[src/rtl/pipe_ctrl_pkg.sv]
// Shared types and defaults for the P7 pipeline sequencer: MDU state
// encodings, MDU latency defaults and the bundle of stall/flush controls.
package pipe_ctrl_pkg;

  typedef enum logic [1:0] {
    MD_IDLE = 2'd0,
    MD_MULT = 2'd1,
    MD_DIV  = 2'd2
  } md_state_e;

  localparam int MULT_CYCLES_DEF = 5;
  localparam int DIV_CYCLES_DEF  = 10;
  localparam int CNT_W_DEF       = 4;

  localparam logic [31:0] STALL_CNT_MAX = 32'hFFFF_FFFF;

  typedef struct packed {
    logic pc_en;
    logic fd_stall;
    logic de_stall;
    logic de_flush;
    logic em_stall;
    logic mw_flush;
  } ctrl_t;

  // Free-running pipeline: PC advances, no register held or bubbled.
  function automatic ctrl_t ctrl_run();
    ctrl_t c;
    c          = '0;
    c.pc_en    = 1'b1;
    return c;
  endfunction

  // Bus wait freezes PC..EM and bubbles MW so W does not retire twice.
  function automatic ctrl_t ctrl_mem_wait();
    ctrl_t c;
    c          = '0;
    c.fd_stall = 1'b1;
    c.de_stall = 1'b1;
    c.em_stall = 1'b1;
    c.mw_flush = 1'b1;
    return c;
  endfunction

  // Decode stall: hold PC/FD, bubble into DE, let E/M/W drain.
  function automatic ctrl_t ctrl_d_stall();
    ctrl_t c;
    c          = '0;
    c.fd_stall = 1'b1;
    c.de_flush = 1'b1;
    return c;
  endfunction

endpackage

[src/rtl/pipe_ctrl_md_busy_tracker.sv]
// MDU occupancy tracker: loads a latency countdown on an accepted
// mult/div start and reports busy until the count drains to zero.
module md_busy_tracker
  import pipe_ctrl_pkg::*;
#(
  parameter int MULT_CYCLES = MULT_CYCLES_DEF,
  parameter int DIV_CYCLES  = DIV_CYCLES_DEF,
  parameter int CNT_W       = CNT_W_DEF
) (
  input  logic             clk,
  input  logic             reset,
  input  logic             go,
  input  logic             is_div,
  output logic             busy,
  output logic [CNT_W-1:0] count
);

  md_state_e        state_q, state_d;
  logic [CNT_W-1:0] count_q, count_d;

  always_ff @(posedge clk) begin
    if (reset) begin
      state_q <= MD_IDLE;
      count_q <= '0;
    end else begin
      state_q <= state_d;
      count_q <= count_d;
    end
  end

  // A start always wins over the running countdown (reload semantics).
  always_comb begin
    state_d = state_q;
    count_d = count_q;
    if (go) begin
      state_d = is_div ? MD_DIV : MD_MULT;
      count_d = is_div ? CNT_W'(DIV_CYCLES) : CNT_W'(MULT_CYCLES);
    end else if (count_q != '0) begin
      count_d = count_q - CNT_W'(1);
      if (count_q == CNT_W'(1)) state_d = MD_IDLE;
    end else begin
      state_d = MD_IDLE;
    end
  end

  always_comb begin
    busy  = ~reset & ((count_q != '0) | go);
    count = count_q;
  end

endmodule

[src/rtl/pipe_ctrl.sv]
// P7 pipeline sequencer: prioritises exception, bus wait and decode
// hazards into PC/FD/DE/EM/MW controls and counts stalled cycles.
module pipe_ctrl
  import pipe_ctrl_pkg::*;
#(
  parameter int MULT_CYCLES = MULT_CYCLES_DEF,
  parameter int DIV_CYCLES  = DIV_CYCLES_DEF,
  parameter int CNT_W       = CNT_W_DEF
) (
  input  logic             clk,
  input  logic             reset,
  input  logic             req,
  input  logic             D_hazard_stall,
  input  logic             D_md_use,
  input  logic             E_md_start,
  input  logic             E_md_is_div,
  input  logic             M_mem_wait,
  output logic             PC_en,
  output logic             FD_stall,
  output logic             DE_stall,
  output logic             DE_flush,
  output logic             EM_stall,
  output logic             MW_flush,
  output logic             MD_busy,
  output logic [CNT_W-1:0] MD_count,
  output logic [31:0]      stall_count
);

  logic        md_go;
  logic        md_busy_int;
  logic        stall_d;
  ctrl_t       ctrl;
  logic [31:0] stall_cnt_q;

  // E is frozen under bus wait, so the start is taken only once it moves.
  assign md_go = E_md_start & ~req & ~M_mem_wait & ~reset;

  md_busy_tracker #(
    .MULT_CYCLES (MULT_CYCLES),
    .DIV_CYCLES  (DIV_CYCLES),
    .CNT_W       (CNT_W)
  ) u_md (
    .clk    (clk),
    .reset  (reset),
    .go     (md_go),
    .is_div (E_md_is_div),
    .busy   (md_busy_int),
    .count  (MD_count)
  );

  assign stall_d = D_hazard_stall | (D_md_use & md_busy_int);

  always_comb begin
    ctrl = ctrl_run();
    if (reset || req)    ctrl = ctrl_run();
    else if (M_mem_wait) ctrl = ctrl_mem_wait();
    else if (stall_d)    ctrl = ctrl_d_stall();
  end

  always_ff @(posedge clk) begin
    if (reset) begin
      stall_cnt_q <= '0;
    end else if (!ctrl.pc_en && (stall_cnt_q != STALL_CNT_MAX)) begin
      stall_cnt_q <= stall_cnt_q + 32'd1;
    end
  end

  always_comb begin
    PC_en       = ctrl.pc_en;
    FD_stall    = ctrl.fd_stall;
    DE_stall    = ctrl.de_stall;
    DE_flush    = ctrl.de_flush;
    EM_stall    = ctrl.em_stall;
    MW_flush    = ctrl.mw_flush;
    MD_busy     = md_busy_int;
    stall_count = stall_cnt_q;
  end

endmodule

[config.mk]
export PLATFORM = sky130hd
export DESIGN_NAME = pipe_ctrl
export DESIGN_NICKNAME = d
export VERILOG_FILES = /design/src/rtl/pipe_ctrl_pkg.sv /design/src/rtl/pipe_ctrl_md_busy_tracker.sv /design/src/rtl/pipe_ctrl.sv
export SDC_FILE = /design/constraint.sdc
export NUM_CORES = 1
export LEC_CHECK = 0
export BUFFER_PORTS_ARGS = -buffer_cell sky130_fd_sc_hd__buf_2
export CAP_MARGIN = 0
export CORE_MARGIN = 1.5
export CORE_UTILIZATION = 47
export CTS_CLUSTER_DIAMETER = 150
export DETAILED_ROUTE_END_ITERATION = 8
export PLACE_DENSITY_LB_ADDON = 0.15
export SLEW_MARGIN = 20
export SYNTH_ARGS = -nofsm -noshare
export SYNTH_HDL_FRONTEND = slang
export SYNTH_HIERARCHICAL = 1
export SYNTH_SLANG_ARGS = --single-unit
[constraint.sdc]
create_clock -name clk -period 4.1 [get_ports clk]
set_clock_uncertainty 0.15 [all_clocks]
set_input_delay 0.82 -clock clk [delete_from_list [all_inputs] [get_ports clk]]
set_output_delay 0.82 -clock clk [all_outputs]
set_load 0.02 [all_outputs]
==> results.yml, run 1 <==
die:
  initial_core_util_pct: 48.9
  rows: 23
  io_pins: 51
  die_area_um2: 4520
  fp.dieW_um: 67.3
  coreArea_um2: 3970
  fp.dieH_um: 67.3
detailed_routing:
  antenna_left: 0
  vias: 1867
  drtIter0Drc: 127
  vias_per_cell: 5.66
  wl_per_cell_um: 13.5
  first_pass_iters: 4
  drc: 0
  wirelength_um: 4440
cts:
  cts_root_buf: "clkbuf_8"
  cts.sinks: 36
  postCtsSetupRepairBufs: 0
  clk_pin_slew_ns: 0.06
  post_cts_resized: 0
  htree_levels: 2
  numCtsBuffers: 5
  ctsLongestPathBuffers: 2
  hold_buffers: 0
  clock_latency_ns: 0.29
  tritoncts: "yes"
pwr:
  power.density_nw_per_um2: 343
  clockPowerShare_pct: 29.8
  switching_power_w: 0.000239
  leakage_nw: 0.990
  vdd.ir_drop.worst_mv: 0.217
  intPower_w: 0.000554
  comb_power_share_pct: 21.6
  p_sw_share_pct: 30.2
  p_seq_share_pct: 48.6
global_routing:
  grt_max_degree: 50
  first_global_vias: 1561
  globalRouteOverflowTotal: 0
  grt_pass1_wl_um: 7050
  grt_usage_pct: 20.7
  antenna_found_initial: 0
critical_path:
  crit_slowest_cell: "nor4b_1"
  crit_top_cell: "buf_2"
  worst_setup_path_start_kind: "input pin"
  end_kind: "output pin"
  crit_chain: "buf_2 > nor4b_2 > buf_4 > nor4b_1 > nor2_1 > a211o_1 > nand2_1 > inv_1 > buf_2"
  crit_required_ns: 3.13
  slowest_delay_ns: 0.42
  critical_path.max_fanout: 7
  crit_arrival_ns: 2.46
  critPathKind: "in2out"
sta:
  tightest_slew_ns: 0.722
  timing.final.crit_share_pct: 83.8
  period_minus_slack_ns: 3.43
  finalSetupTns_ns: 0
  hold_violations: 0
  fmax_mhz: 291
  maxSlewViolCount: 0
  max-slew-margin-rel_pct: 51.4
  grt_setup_unrepaired: "no"
  setup_viol: 0
synth:
  ys_ff_latch: 36
  synth_compound_area_share_pct: 14.3
  post_synth_fa_ha_maj_area_fraction_pct: 1.93
  syn_area_um2: 1940
  synth_top_family_by_area: "simple AND/OR/NAND/NOR gates"
  synth_edf_count: 0
  synth_mux_area_share_pct: 7.22
  syn_nets: 241
  synth_xor_area_share_pct: 2.71
  synth-simple-area-share_pct: 32.3
  synth.distinct_cells: 45
  synth_cells: 230
  synthFlopType: "dfxtp_1"
  syn_area_per_cell_um2: 8.44
  ys_seq_area_share_pct: 37.1
  yosys_warnings: 6
  asyncSetResetFlopFracSynth_pct: 0
hold_path:
  hp-class: "reg2reg"
placement:
  portBuffers: 50
  dpl-instance-area_um2: 2230
  gp_congestion: 0.826
  hpwl_um: 3190
final_layout:
  diodes: 0
  multiInputGateArea_um2: 1150
  nets: 291
  syn_to_final_growth_pct: 19.1
  drive_above_1_share_pct: 26.4
  final_cell_area_um2: 2310
  nFillCells: 392
  seq_area_um2: 721
run_status:
  status: "completed"
flow_run:
  drv_cap: 0
==> layout by cell type (no fill, tap or decap), types with 2 or more instances in the layout <==
cell type / instances
and4_1: 4
xor2_1: 3
or4_1: 2
nand3_1: 10
clkbuf_8: 5
xnor2_1: 3
nor2_1: 23
nand2b_1: 9
dfxtp_1: 36
nor4_1: 5
buf_4: 3
mux2_1: 2
or3_1: 10
mux2i_1: 5
and3_1: 3
a31oi_1: 2
nand2_1: 14
nand4_1: 14
a21oi_1: 15
a311oi_1: 2
buf_2: 50
nor3_1: 3
o21ai_0: 11
inv_1: 8
ha_1: 3
mux2_2: 6
nor2b_1: 8
a31o_2: 2
==> Yosys cell counts, types with 3 or more instances <==
library cell	number	area share, %
nor3_1	3	0.77
ha_1	3	1.9
nor4_1	6	1.9
o21ai_0	11	2.8
nand4_1	14	4.5
clkbuf_1	4	0.77
nand2_1	14	2.7
or3_1	10	3.2
nor2b_1	8	2.6
xor2_1	3	1.4
nand2b_1	9	2.9
a21oi_1	15	3.9
nand3_1	10	2.6
mux2_2	6	3.5
mux2i_1	5	2.6
xnor2_1	3	1.4
dfxtp_1	36	37
inv_1	8	1.5
and3_1	3	0.97
nor2_1	23	4.4
and4_1	4	1.8
==> routing by layer <==
metal	share of wire [%]	wire length (um)	GRT usage [%]
met4	1.1	48	11.5
met1	46	2050	26.7
met3	5.1	228	4.17
met2	47	2110	32.3
met5	0	0	0
==> cells by family (layout without fill, tap and decap cells) <==
logic type,count (synthesis),in the layout
adder cells (fa/ha/maj),3,3
AO/OA/AOI/OAI,42,42
flip-flops,36,36
buffers and inverters,18,68
multiplexers,13,13
XOR/XNOR,6,6
AND/OR/NAND/NOR,112,112
==> registers in the layout, indices dropped and copies added (netlist names) <==
signal and flops:
stall_count 32, u_md/count 4
==> per-stage QoR <==
stage | util, % | cells | total power, W | setup slack (ns) | hold slack, ns
after floorplan | - | 230 | 0.000517 | 0.0927 | 0.395
after global placement | 56.2 | 323 | 0.000563 | 0.714 | 0.329
after detailed placement | 56.2 | 323 | 0.000563 | 0.654 | 0.342
after CTS | 58.2 | 330 | 0.000799 | 0.648 | 0.353
after global routing | 58.2 | 330 | 0.000836 | 0.526 | 0.391
final | 58.2 | 330 | 0.000793 | 0.665 | 0.347
==> final cells by class <==
| class | instances | area share, % |
|---|---|---|
| clock inverters | 1 | 0.217 |
| well taps | 50 | 2.71 |
| flip-flops and latches | 36 | 31.2 |
| inverters | 8 | 1.30 |
| clock buffers | 6 | 3.14 |
| multi-input cells | 176 | 49.6 |
| repair buffers | 53 | 11.8 |
==> worst paths after layout <==
check / from / end / slack [ns] / depth (start not counted)
setup reg to reg: u_md/count[0] / stall_count[27] / 1.27 / 9
setup / recovery: E_md_start / FD_stall / 0.67 / 9
hold reg to reg: u_md/count[1] / u_md/count[1] / 0.35 / 2
hold / removal: u_md/count[1] / u_md/count[1] / 0.35 / 2
==> critical path, delay by kind of cell <==
family          cells  cell delay (ns)
buf+inv             4             0.47
compound gates      1             0.33
simple gates        4             0.84
==> power by group through the flow <==
stage	sequential [W]	combinational, W	clock (W)
after detailed placement	0.000393	0.000170	0
after floorplan	0.000408	0.000109	0
after CTS	0.000385	0.000171	0.000243
final	0.000385	0.000171	0.000237
after global routing	0.000388	0.000192	0.000257
after global placement	0.000393	0.000170	0
Power figures use the tool's default switching activity.
==> run 2, diff against run 1 <==
==> constraint.sdc (replaced) <==
create_clock -name clk -period 2.95 [get_ports clk]
set_clock_uncertainty 0.15 [all_clocks]
set_input_delay 0.59 -clock clk [delete_from_list [all_inputs] [get_ports clk]]
set_output_delay 0.59 -clock clk [all_outputs]
set_load 0.02 [all_outputs]
==> results.yml, run 2 (synthesis gave the netlist of run 1 again) <==
pwr:
  vdd.ir_drop.worst_mv: 0.213
  leakage_nw: 1.02
  power.density_nw_per_um2: 482
die:
  die_area_um2: 4520
  coreArea_um2: 3970
  initial_core_util_pct: 48.9
  fp.dieH_um: 67.3
  io_pins: 51
  fp.dieW_um: 67.3
  rows: 23
detailed_routing:
  drc: 0
  antenna_left: 0
  wl_per_cell_um: 13.5
  vias: 1889
  drtIter0Drc: 104
  wirelength_um: 4530
  vias_per_cell: 5.64
  first_pass_iters: 4
final_layout:
  diodes: 0
  layout_commonest_cell: "buf_2"
  layout_common_cells: "buf_2, dfxtp_1, nor2_1"
  syn_to_final_growth_pct: 24.6
  seq_area_um2: 721
  nFillCells: 369
  largest_reg_flops: 32
  multiInputGateArea_um2: 1210
  final_cell_area_um2: 2420
  drive_above_1_share_pct: 30.2
  nets: 295
cts:
  hold_buffers: 0
  tritoncts: "yes"
  numCtsBuffers: 5
  clock_latency_ns: 0.29
  postCtsSetupRepairBufs: 0
  cts.sinks: 36
  post_cts_resized: 0
  clk_pin_slew_ns: 0.07
  ctsLongestPathBuffers: 2
  htree_levels: 2
  cts_root_buf: "clkbuf_8"
critical_path:
  critPathKind: "reg2out"
  worst_setup_path_start_kind: "flip-flop"
  end_kind: "output pin"
  crit_required_ns: 2.21
  crit_arrival_ns: 2.01
  critical_path.max_fanout: 5
sta:
  timing.final.crit_share_pct: 93.3
  max-slew-margin-rel_pct: 64.3
  setup_viol: 0
  fmax_mhz: 364
  maxSlewViolCount: 0
  period_minus_slack_ns: 2.75
  tightest_slew_ns: 0.533
  grt_setup_unrepaired: "no"
  setup_slack_ns: 0.199
  hold_violations: 0
placement:
  gp_congestion: 0.743
  dp_slack_ns: -0.00900
  portBuffers: 50
  dpl-instance-area_um2: 2330
  hpwl_um: 3400
global_routing:
  grt_max_degree: 26
  grt_usage_pct: 21.2
  globalRouteOverflowTotal: 0
  antenna_found_initial: 0
  grt_pass1_wl_um: 7360
  first_global_vias: 1611
run_status:
  status: "completed"
hold_path:
  hp-class: "reg2reg"
flow_run:
  drv_cap: 0
-- run 2: cell type report --
class,count,area share (%)
multi-input cells,176,50.1
inverters,8,1.24
repair buffers,57,12.5
clock buffers,8,3.72
flip-flops and latches,36,29.8
well taps,50,2.59
-- run 2: final timing paths --
check / startpoint / end / slack (ns) / cells after the start
worst max-delay path: u_md/count[0] / FD_stall / 0.20 / 8
worst max register to register: u_md/count[0] / stall_count[26] / 0.27 / 9
worst min-delay path: stall_count[3] / stall_count[3] / 0.35 / 1
worst min register to register: stall_count[3] / stall_count[3] / 0.35 / 1
-- run 2: power by group --
group	leakage [nW]	total, W	switching [W]	internal (W)
sequential	0.291	0.000536	0.0000283	0.000508
clock	0.0455	0.000366	0.000175	0.000191
combinational	0.686	0.000265	0.000143	0.000122
total	1.02	0.00117	0.000346	0.000821
-- run 2: through the flow --
| step | utilization (%) | cells | power [W] | setup TNS, ns | hold slack (ns) |
|---|---|---|---|---|---|
| 6_report | 60.9 | 335 | 0.00117 | 0 | 0.347 |
| 5_1_grt | 60.9 | 335 | 0.00123 | 0 | 0.387 |
| 4_1_cts | 60.9 | 335 | 0.00118 | 0 | 0.358 |
| 3_5_place_dp | 58.6 | 327 | 0.000812 | -0.00900 | 0.341 |
| 3_3_place_gp | 58.6 | 327 | 0.000806 | 0 | 0.333 |
| 2_1_floorplan | - | 230 | 0.000733 | -5.49 | 0.395 |
-- run 2: critical path: stages (launching register included) --
cell and delay [ns]:
dfxtp_1 0.35, inv_1 0.09, ha_1 0.16, nor4b_2 0.29, nor2_2 0.08, a211o_1 0.34
nand2_1 0.18, inv_2 0.06, buf_2 0.16
-- run 2: per-layer routing --
layer	vias to the layer above	track usage (%)	part of all wire (%)
met4	0	6.12	1.2
met2	47	35.4	47
li1	955	-	-
met5	-	0	0
met1	880	27.6	47
met3	7	4.50	4.4
